**config.mk**
```make
export PLATFORM = sky130hd
export DESIGN_NAME = mult_result_buffer_taint
export DESIGN_NICKNAME = d
export VERILOG_FILES = /design/src/rtl/mult_taint_pkg.sv /design/src/rtl/taint_fifo.sv /design/src/rtl/mult_result_buffer_taint.sv
export SDC_FILE = /design/constraint.sdc
export NUM_CORES = 1
export LEC_CHECK = 0
export CAP_MARGIN = 15
export CORE_AREA = 3 3 75 77
export CTS_CLUSTER_SIZE = 12
export DETAILED_ROUTE_END_ITERATION = 12
export DIE_AREA = 0 0 78 80
export PLACE_DENSITY = 0.82
export SLEW_MARGIN = 30
export SYNTH_ARGS = -nofsm -noshare
export SYNTH_HDL_FRONTEND = slang
export SYNTH_SLANG_ARGS = --single-unit
```
**constraint.sdc**
```tcl
create_clock -name clk -period 2.33 [get_ports clk]
set_input_delay 0.466 -clock clk [delete_from_list [all_inputs] [get_ports clk]]
set_output_delay 0.466 -clock clk [all_outputs]
set_load 0.05 [all_outputs]
```
**src/rtl/mult_taint_pkg.sv**
```systemverilog
// Shared definitions for the taint-tracked multiplier and its result buffer.
// Buffer entries are packed as {data[2W-1:0], dt, ct}.
package mult_taint_pkg;

    localparam int WIDTH_DEFAULT  = 4;
    localparam int DEPTH_DEFAULT  = 4;

    localparam int ENTRY_CT_BIT   = 0;
    localparam int ENTRY_DT_BIT   = 1;
    localparam int ENTRY_DATA_LSB = 2;

    function automatic int entry_width(input int width);
        return 2 * width + 2;
    endfunction

    function automatic bit depth_is_valid(input int depth);
        return (depth >= 2) && ((depth & (depth - 1)) == 0);
    endfunction

endpackage

```
**src/rtl/taint_fifo.sv**
```systemverilog
// Generic DEPTH x EW FIFO with per-slot valid bits so the control-taint bit
// of every occupied entry can be OR-reduced.
module taint_fifo
    import mult_taint_pkg::*;
#(
    parameter int DEPTH = DEPTH_DEFAULT,
    parameter int EW    = entry_width(WIDTH_DEFAULT),
    localparam int CW   = $clog2(DEPTH) + 1
) (
    input  logic          clk,
    input  logic          rst,
    input  logic          push,
    input  logic          pop,
    input  logic [EW-1:0] wr_entry,
    output logic [EW-1:0] rd_entry,
    output logic          full,
    output logic          empty,
    output logic [CW-1:0] count,
    output logic          ct_any
);

    localparam int PW = $clog2(DEPTH);

    logic [EW-1:0]    mem_q [DEPTH];
    logic [EW-1:0]    mem_d [DEPTH];
    logic [DEPTH-1:0] vld_q, vld_d;
    logic [PW-1:0]    wr_ptr_q, wr_ptr_d;
    logic [PW-1:0]    rd_ptr_q, rd_ptr_d;
    logic [CW-1:0]    count_q, count_d;
    logic             ct_any_s;

    // Next-state: pop clears a slot before push sets one, so a full push+pop reuses the head slot.
    always_comb begin
        mem_d    = mem_q;
        vld_d    = vld_q;
        wr_ptr_d = wr_ptr_q;
        rd_ptr_d = rd_ptr_q;
        count_d  = count_q;
        if (pop) begin
            vld_d[rd_ptr_q] = 1'b0;
            rd_ptr_d        = rd_ptr_q + PW'(1);
        end else begin
            rd_ptr_d = rd_ptr_q;
        end
        if (push) begin
            mem_d[wr_ptr_q] = wr_entry;
            vld_d[wr_ptr_q] = 1'b1;
            wr_ptr_d        = wr_ptr_q + PW'(1);
        end else begin
            wr_ptr_d = wr_ptr_q;
        end
        case ({push, pop})
            2'b10:   count_d = count_q + CW'(1);
            2'b01:   count_d = count_q - CW'(1);
            default: count_d = count_q;
        endcase
    end

    // Storage, pointers and occupancy registers.
    always_ff @(posedge clk or negedge rst) begin
        if (!rst) begin
            for (int i = 0; i < DEPTH; i++) begin
                mem_q[i] <= {EW{1'b0}};
            end
            vld_q    <= {DEPTH{1'b0}};
            wr_ptr_q <= {PW{1'b0}};
            rd_ptr_q <= {PW{1'b0}};
            count_q  <= {CW{1'b0}};
        end else begin
            mem_q    <= mem_d;
            vld_q    <= vld_d;
            wr_ptr_q <= wr_ptr_d;
            rd_ptr_q <= rd_ptr_d;
            count_q  <= count_d;
        end
    end

    // Control taint of any occupied slot.
    always_comb begin
        ct_any_s = 1'b0;
        for (int i = 0; i < DEPTH; i++) begin
            ct_any_s = ct_any_s | (vld_q[i] & mem_q[i][ENTRY_CT_BIT]);
        end
    end

    assign rd_entry = mem_q[rd_ptr_q];
    assign count    = count_q;
    assign full     = (count_q == CW'(DEPTH));
    assign empty    = (count_q == {CW{1'b0}});
    assign ct_any   = ct_any_s;

endmodule

```
**src/rtl/mult_result_buffer_taint.sv**
```systemverilog
// Captures each completed multiplier product (on a fresh productDone edge) into a
// FIFO, keeping data taint and control/timing taint separate all the way out.
module mult_result_buffer_taint
    import mult_taint_pkg::*;
#(
    parameter int WIDTH = WIDTH_DEFAULT,
    parameter int DEPTH = DEPTH_DEFAULT,
    localparam int CW   = $clog2(DEPTH) + 1
) (
    input  logic             clk,
    input  logic             rst,
    input  logic [2*WIDTH-1:0] product,
    input  logic             product_t,
    input  logic             productDone,
    input  logic             productDone_t,
    output logic             out_valid,
    output logic             out_valid_t,
    input  logic             out_ready,
    output logic [2*WIDTH-1:0] out_data,
    output logic             out_data_t,
    output logic [CW-1:0]    count,
    output logic             overflow,
    output logic             overflow_t,
    output logic             taint_seen
);

    localparam int EW = entry_width(WIDTH);

    if (!depth_is_valid(DEPTH)) begin : g_depth_check
        $error("DEPTH must be a power of two and at least 2");
    end

    logic          done_q, done_d;
    logic          done_t_q, done_t_d;
    logic          overflow_q, overflow_d;
    logic          overflow_t_q, overflow_t_d;
    logic          taint_seen_q, taint_seen_d;
    logic          cap_s, cap_t_s, pop_s, push_s, drop_s;
    logic          full_s, empty_s, ct_any_s;
    logic [EW-1:0] wr_entry_s, rd_entry_s;

    assign cap_s      = productDone & ~done_q;
    assign cap_t_s    = productDone_t | done_t_q;
    assign pop_s      = ~empty_s & out_ready;
    assign push_s     = cap_s & (~full_s | pop_s);
    assign drop_s     = cap_s & full_s & ~pop_s;
    assign wr_entry_s = {product, product_t, cap_t_s};

    taint_fifo #(
        .DEPTH (DEPTH),
        .EW    (EW)
    ) u_fifo (
        .clk      (clk),
        .rst      (rst),
        .push     (push_s),
        .pop      (pop_s),
        .wr_entry (wr_entry_s),
        .rd_entry (rd_entry_s),
        .full     (full_s),
        .empty    (empty_s),
        .count    (count),
        .ct_any   (ct_any_s)
    );

    // Edge detector and sticky status next-state.
    always_comb begin
        done_d       = productDone;
        done_t_d     = productDone_t;
        overflow_d   = overflow_q | drop_s;
        overflow_t_d = overflow_t_q | (drop_s & (cap_t_s | ct_any_s));
        taint_seen_d = taint_seen_q | (push_s & (product_t | cap_t_s));
    end

    // done_q resets high so a level already high at reset release is not a capture.
    always_ff @(posedge clk or negedge rst) begin
        if (!rst) begin
            done_q       <= 1'b1;
            done_t_q     <= 1'b0;
            overflow_q   <= 1'b0;
            overflow_t_q <= 1'b0;
            taint_seen_q <= 1'b0;
        end else begin
            done_q       <= done_d;
            done_t_q     <= done_t_d;
            overflow_q   <= overflow_d;
            overflow_t_q <= overflow_t_d;
            taint_seen_q <= taint_seen_d;
        end
    end

    // Head presentation; stale slot contents are hidden while empty.
    always_comb begin
        if (empty_s) begin
            out_data   = {(2*WIDTH){1'b0}};
            out_data_t = 1'b0;
        end else begin
            out_data   = rd_entry_s[EW-1:ENTRY_DATA_LSB];
            out_data_t = rd_entry_s[ENTRY_DT_BIT];
        end
    end

    assign out_valid   = ~empty_s;
    assign out_valid_t = ct_any_s;
    assign overflow    = overflow_q;
    assign overflow_t  = overflow_t_q;
    assign taint_seen  = taint_seen_q;

endmodule
```
==> metrics.md, run 1 <==
| Metric | Value |
|---|---|
| Outcome | `complete, no violations` |
| Final Power | `0.00508 W` |
| Die extent in y | `80 microns` |
| # Max-Cap Violations | `0` |
| Fmax achieved | `0.452 GHz` |
| Synthesized cell area | `2750 sq um` |
| Gp weighted congestion | `0.760` |
| GRT Residual Overflow | `0` |
| DP Wirelength | `3300 microns` |
| Post-route ant nets | `0` |
| Ys Warns | `0` |
| Main area contributors after synthesis | `dfrtp_1 50%, mux2_4 20%, mux4_2 7.4%, ha_1 4.1%, nor2b_1 2.3%` |
| Pin count of the biggest net entering global routing | `34` |
| Setup Buffers After CTS | `0` |
| Library cells used by synthesis | `28` |
| Layout Nets | `242` |
| # rows | `26` |
| Max-slew violation count | `0` |
| CTS H-tree depth | `2` |
| 1st-iter DRT viols | `45` |
| Lkg Pwr | `1.48 nW` |
| Fin crit share | `0.949` |
| PD cells | `1570 nW/um^2` |
| Mean Syn Cell Area | `15.5 sq um` |
| First-pass GRT wire length | `8090 microns` |
| CP Data Required Time | `1860 ps` |
| Clock slew at reported path FFs | `100 ps` |
| Initial antenna violation count | `0` |
| Max IR drop VDD | `0.886 mV` |
| Setup TNS | `0 ps` |
| Share of the synthesized area in the top cell type | `0.500` |
| CTS tree | `built` |
| Worst-path fanout max | `5` |
| Clock Latency Late Sink | `320 ps` |
| Worst-path cell chain | `buf_4 > mux4_2 > nor2b_1 > buf_4` |
| Post-synthesis cell count | `178` |
| DRC violations left | `0` |
| Chip width | `78 microns` |
| Worst Max-Slew Pin Slew | `544 ps` |
| Post-route cell area | `3240 sq um` |
| Commonest cells post-synth | `55 x dfrtp_1, 36 x mux2_4, 10 x nor2b_1` |
| Root buf cell | `clkbuf_8` |
| CP Launch Type | `flop` |
| WS Path Type | `flop to output port` |
| Fraction of layout instances using a drive strength above 1 | `0.438` |
| Crit path top cell by count | `buf_4` |
| Worst Setup End Kind | `output port` |
| Ys flop type | `dfrtp_1` |
| Final hold violations | `0` |
| Total clock sinks | `56` |
| Register area share after synthesis | `0.510` |
| Number of global-route vias before repair | `1618` |
| IO Pins | `31` |
| CTS Buf Count | `5` |
| Hold WC Path Type | `input pin to async pin` |
| Layout Skew | `20.0 ps` |
| Layout area overhead | `17.6%` |
| Slew HR | `0.637` |
| Final min period | `2210 ps` |
| WP data arrival | `1750 ps` |
| Ant diodes | `0` |
| DR vias/cell | `5.08` |
| Net Count, Synth | `202` |
| FF+latch count, synth | `56` |
| Vias | `1469` |
| Leading area contributor after synthesis | `dfrtp_1` |
| WL final | `4720 microns` |
| Wire length per cell | `16.3 microns` |
| Max incr delay on CP | `480 ps` |
| Slowest CP cell | `mux4_2` |
| Drt first pass iters | `4` |
| Hold WS | `120 ps` |
| Post-synth EDFFs | `0` |
| Setup violators final | `0` |
| Die Footprint | `6240 sq um` |
| Core area | `5070 sq um` |
| Async S/R FF share, synth | `1.00` |
| Placed Area | `3140 sq um` |
| RSZ-0062 raised after global routing | `false` |
| Initial core utilization | `0.542` |
| Maximum root-to-sink buffer count | `2` |
| Tot GR Track Use | `0.171` |
| Most common cell in the netlist | `dfrtp_1` |
| Util after Layout | `0.638` |
| Count of input and output buffers | `30` |
state kept, by name, summed over array words and instances, names as in the netlist:
signal           count
overflow             1
done_q               1
u_fifo.count         3
done_t_q             1
u_fifo.wr_ptr_q      2
u_fifo.mem_q        40
u_fifo.vld_q         4
overflow_t           1
u_fifo.rd_ptr_q      2
taint_seen           1
layout by cell type (no fill, tap or decap), types with 2 or more instances in the layout:
cell	instances
a21o_2	5
a22oi_1	2
and3b_2	4
buf_4	19
clkbuf_8	5
clkdlybuf4s50_1	17
dfrtp_1	51
dfrtp_2	4
dlymetal6s2s_1	2
ha_1	9
inv_1	9
mux2_2	5
mux2_4	36
mux4_2	9
nand2_1	7
nor2_1	3
nor2b_1	10
o21ai_0	2
xnor2_1	3
xor2_1	2
worst max-delay path, delay by kind of cell (launching register included):
| family | cells | cell delay (ps) |
|---|---|---|
| buffers and inverters | 2 | 370 |
| flip-flops | 1 | 450 |
| multiplexers | 1 | 480 |
| AND/OR/NAND/NOR | 1 | 150 |
final timing paths:
check,slack [ps],to,depth (start not counted),startpoint
setup / recovery,120,out_data_t,4,u_fifo.rd_ptr_q[0]$_DFFE_PN0N_
hold / removal,120,u_fifo.mem_q[26]$_DFFE_PN0P_,1,rst
setup reg to reg,130,u_fifo.count[2]$_DFFE_PN0P_,9,u_fifo.count[1]$_DFFE_PN0P_
hold reg to reg,470,overflow$_DFF_PN0_,1,overflow$_DFF_PN0_
max in group asynchronous,1630,u_fifo.rd_ptr_q[0]$_DFFE_PN0N_,2,rst
min in group clk,470,overflow$_DFF_PN0_,1,overflow$_DFF_PN0_
where the power goes:
| group | internal [W] | switching, W |
|---|---|---|
| combinational | 0.00136 | 0.00139 |
| clock | 0.000215 | 0.000315 |
| sequential | 0.00144 | 0.000348 |
per-stage QoR:
| stage | worst slack, ps | cells |
|---|---|---|
| CTS | 10.8 | 289 |
| finish | 118 | 289 |
| detailed placement | -388 | 281 |
| global route | 7.03 | 289 |
| global placement | -257 | 281 |
| floorplan | 48.1 | 178 |
logic make-up after synthesis:
family                     after synthesis  synth area share
buffers and inverters                   16            0.0332
DFF                                     56             0.510
AOI/OAI and AO/OA                       13            0.0355
and+or+nand+nor                         28            0.0668
muxes                                   50             0.291
adders and majority gates               10            0.0482
xor gates and xnor gates                 5            0.0159
metal layers:
| metal | up-vias | part of all wire | GRT usage |
|---|---|---|---|
| met4 | 0 | 0.024 | 0.0612 |
| li1 | 697 | - | - |
| met3 | 9 | 0.033 | 0.0395 |
| met2 | 27 | 0.49 | 0.280 |
| met1 | 736 | 0.45 | 0.223 |
| met5 | - | 0 | 0 |
what timing repair did:
action | CTS | global route
setup endpoints to repair | 2 | 2
endpoints found under the hold margin | 0 | 0
pin swaps | 2 | 3
hold buffers | 0 | 0
gates resized for setup | 1 | 2
final cells by class:
type | instances | area [sq um]
clock inverter | 2 | 13.8
sequential | 56 | 1410
tap | 70 | 87.6
timing repair buffer | 40 | 363
fill | 399 | 1840
inverter | 9 | 33.8
multi-input combinational | 106 | 1260
clock buffer | 6 | 72.6
Power figures use the tool's default switching activity.
==> inputs of run 2 (changes only) <==
SKIP_CTS_REPAIR_TIMING = 1   (was not set)
==> run 2 against run 1 <==
- register-to-register slack about the same
- maximum frequency decreased by 2.7%
- hold slack barely moved
- utilization hardly changed
- largest power group unchanged
- cell area is essentially flat
- sequential share of layout area about the same
- highest routed layer unchanged
==> metrics.md, run 2 (synthesis gave the netlist of run 1 again) <==
| Metric | Value |
|---|---|
| Final hold violations | `0 (unchanged)` |
| RSZ-0062 raised after global routing | `true` |
| Root buf cell | `clkbuf_8` |
| Final min period | `2270 ps (+61.1 ps)` |
| Gp weighted congestion | `0.760 (unchanged)` |
| Register area | `1410 sq um (unchanged)` |
| Ant diodes | `0 (unchanged)` |
| Die extent in y | `80 microns (unchanged)` |
| Final Power | `0.00507 W (about the same)` |
| Fin crit share | `0.976 (+0.0262)` |
| Worst-path fanout max | `2 (-3)` |
| Pin count of the biggest net entering global routing | `34 (unchanged)` |
| Post-route ant nets | `0 (unchanged)` |
| Wire length per cell | `16.3 microns (-0.17%)` |
| Placed Area | `3140 sq um (unchanged)` |
| Layout area overhead | `17.5% (about the same)` |
| Number of global-route vias before repair | `1611 (-0.43%)` |
| CTS H-tree depth | `2 (unchanged)` |
| Layout Skew | `18.7 ps (-1.32 ps)` |
| Most frequent cells in the layout | `51 x dfrtp_1, 36 x mux2_4, 19 x buf_4` |
| Util after Layout | `0.637 (about the same)` |
| Max incr delay on CP | `460 ps (-20 ps)` |
| Clock slew at reported path FFs | `100 ps (about the same)` |
| Drt first pass iters | `4 (unchanged)` |
| Fillers | `400 (+0.25%)` |
| Fmax achieved | `0.440 GHz (-2.7%)` |
| Worst-path cell chain | `clkdlybuf4s50_1 > nor4b_4 > and2b_2 > inv_1 > ha_1 > inv_1 > fa_1 > xor2_1 > nor2_1 > xor2_1` |
| Reg with most FFs | `u_fifo.mem_q` |
| # rows | `26 (unchanged)` |
| Initial antenna violation count | `0 (unchanged)` |
| CP Data Required Time | `2570 ps (+710 ps)` |
| WS Path Type | `input pin to flop` |
| Layout Nets | `242 (unchanged)` |
| IO Pins | `31 (unchanged)` |
| CTS Buf Count | `5 (unchanged)` |
| Multi-input combinational cell area | `1260 sq um (unchanged)` |
| Total clock sinks | `56 (unchanged)` |
| WL final | `4710 microns (-0.17%)` |
| Slowest CP cell | `clkdlybuf4s50_1` |
| Count of input and output buffers | `30 (unchanged)` |
| Tot GR Track Use | `0.171 (unchanged)` |
| DR vias/cell | `5.10 (+0.34%)` |
| First-pass GRT wire length | `8090 microns (about the same)` |
| Largest delay contributor family on the critical path | `simple AND/OR/NAND/NOR gates` |
| 1st-iter DRT viols | `46 (+2.2%)` |
| Lkg Pwr | `1.48 nW (-0.65%)` |
| PD cells | `1570 nW/um^2 (about the same)` |
| Final WS setup | `56.7 ps (-61.1 ps)` |
| CTS tree | `built` |
| DRC violations left | `0 (unchanged)` |
| Max IR drop VDD | `0.886 mV (about the same)` |
| Chip width | `78 microns (unchanged)` |
| Setup TNS | `0 ps (unchanged)` |
| GRT Residual Overflow | `0 (unchanged)` |
| WP data arrival | `2510 ps (+760 ps)` |
| Initial core utilization | `0.542 (unchanged)` |
| Vias | `1474 (+0.34%)` |
| # Max-Cap Violations | `0 (unchanged)` |
| Worst Setup End Kind | `flop` |
| Die Footprint | `6240 sq um (unchanged)` |
| Worst Max-Slew Pin Slew | `544 ps (+0.602 ps)` |
| WP buf/inv | `3 (+1)` |
| Hold WC Path Type | `input pin to async pin` |
| Place WS | `-388 ps (unchanged)` |
| Max FFs per register | `40 (unchanged)` |
| CP Launch Type | `input pin` |
| Max-slew violation count | `0 (unchanged)` |
| Core area | `5070 sq um (unchanged)` |
| Maximum root-to-sink buffer count | `2 (unchanged)` |
| Commonest non-fill, non-tap cell in the layout | `dfrtp_1` |
| DP Wirelength | `3300 microns (unchanged)` |
| Slew HR | `0.637 (about the same)` |
| Setup violators final | `0 (unchanged)` |
| Outcome | `complete, no violations` |
| Fraction of layout instances using a drive strength above 1 | `0.438 (unchanged)` |
| Clock Latency Late Sink | `310 ps (about the same)` |
| Post-route cell area | `3230 sq um (about the same)` |
-- run 2: through the flow --
stage	cells	hold slack (ps)
3_3_place_gp	281	448
4_1_cts	289	138
5_1_grt	289	150
3_5_place_dp	281	450
6_report	289	119
2_1_floorplan	178	170
-- run 2: where the power goes --
group	switching, W	internal, W	leakage (nW)	total (W)
registers	0.000346	0.00144	0.659	0.00179
clock network	0.000315	0.000215	0.0456	0.000530
logic	0.00139	0.00136	0.771	0.00276
total	0.00205	0.00302	1.48	0.00507
-- run 2: cell type report --
| cell class | count | area share |
|---|---|---|
| Clock inverter | 2 | 0.00426 |
| Sequential cell | 56 | 0.435 |
| Timing Repair Buffer | 40 | 0.111 |
| Clock buffer | 6 | 0.0224 |
| Tap cell | 70 | 0.0271 |
| Inverter | 9 | 0.0104 |
| Multi-Input combinational cell | 106 | 0.389 |
-- run 2: final timing paths --
check,cells past startpoint,from,slack [ps],endpoint
min in group clk,1,overflow$_DFF_PN0_,470,overflow$_DFF_PN0_
hold reg to reg,1,overflow$_DFF_PN0_,470,overflow$_DFF_PN0_
max in group asynchronous,2,rst,1630,u_fifo.rd_ptr_q[0]$_DFFE_PN0N_
hold / removal,1,rst,120,u_fifo.mem_q[26]$_DFFE_PN0P_
setup reg to reg,9,u_fifo.count[1]$_DFFE_PN0P_,140,u_fifo.count[2]$_DFFE_PN0P_
setup / recovery,10,out_ready,60,u_fifo.count[2]$_DFFE_PN0P_
-- run 2: per-layer routing --
layer / global-route usage / vias to the layer above / part of all wire
met5: 0 / - / 0
met4: 0.0542 / 0 / 0.018
met3: 0.0395 / 7 / 0.035
met2: 0.283 / 29 / 0.50
met1: 0.223 / 739 / 0.45
li1: - / 699 / -
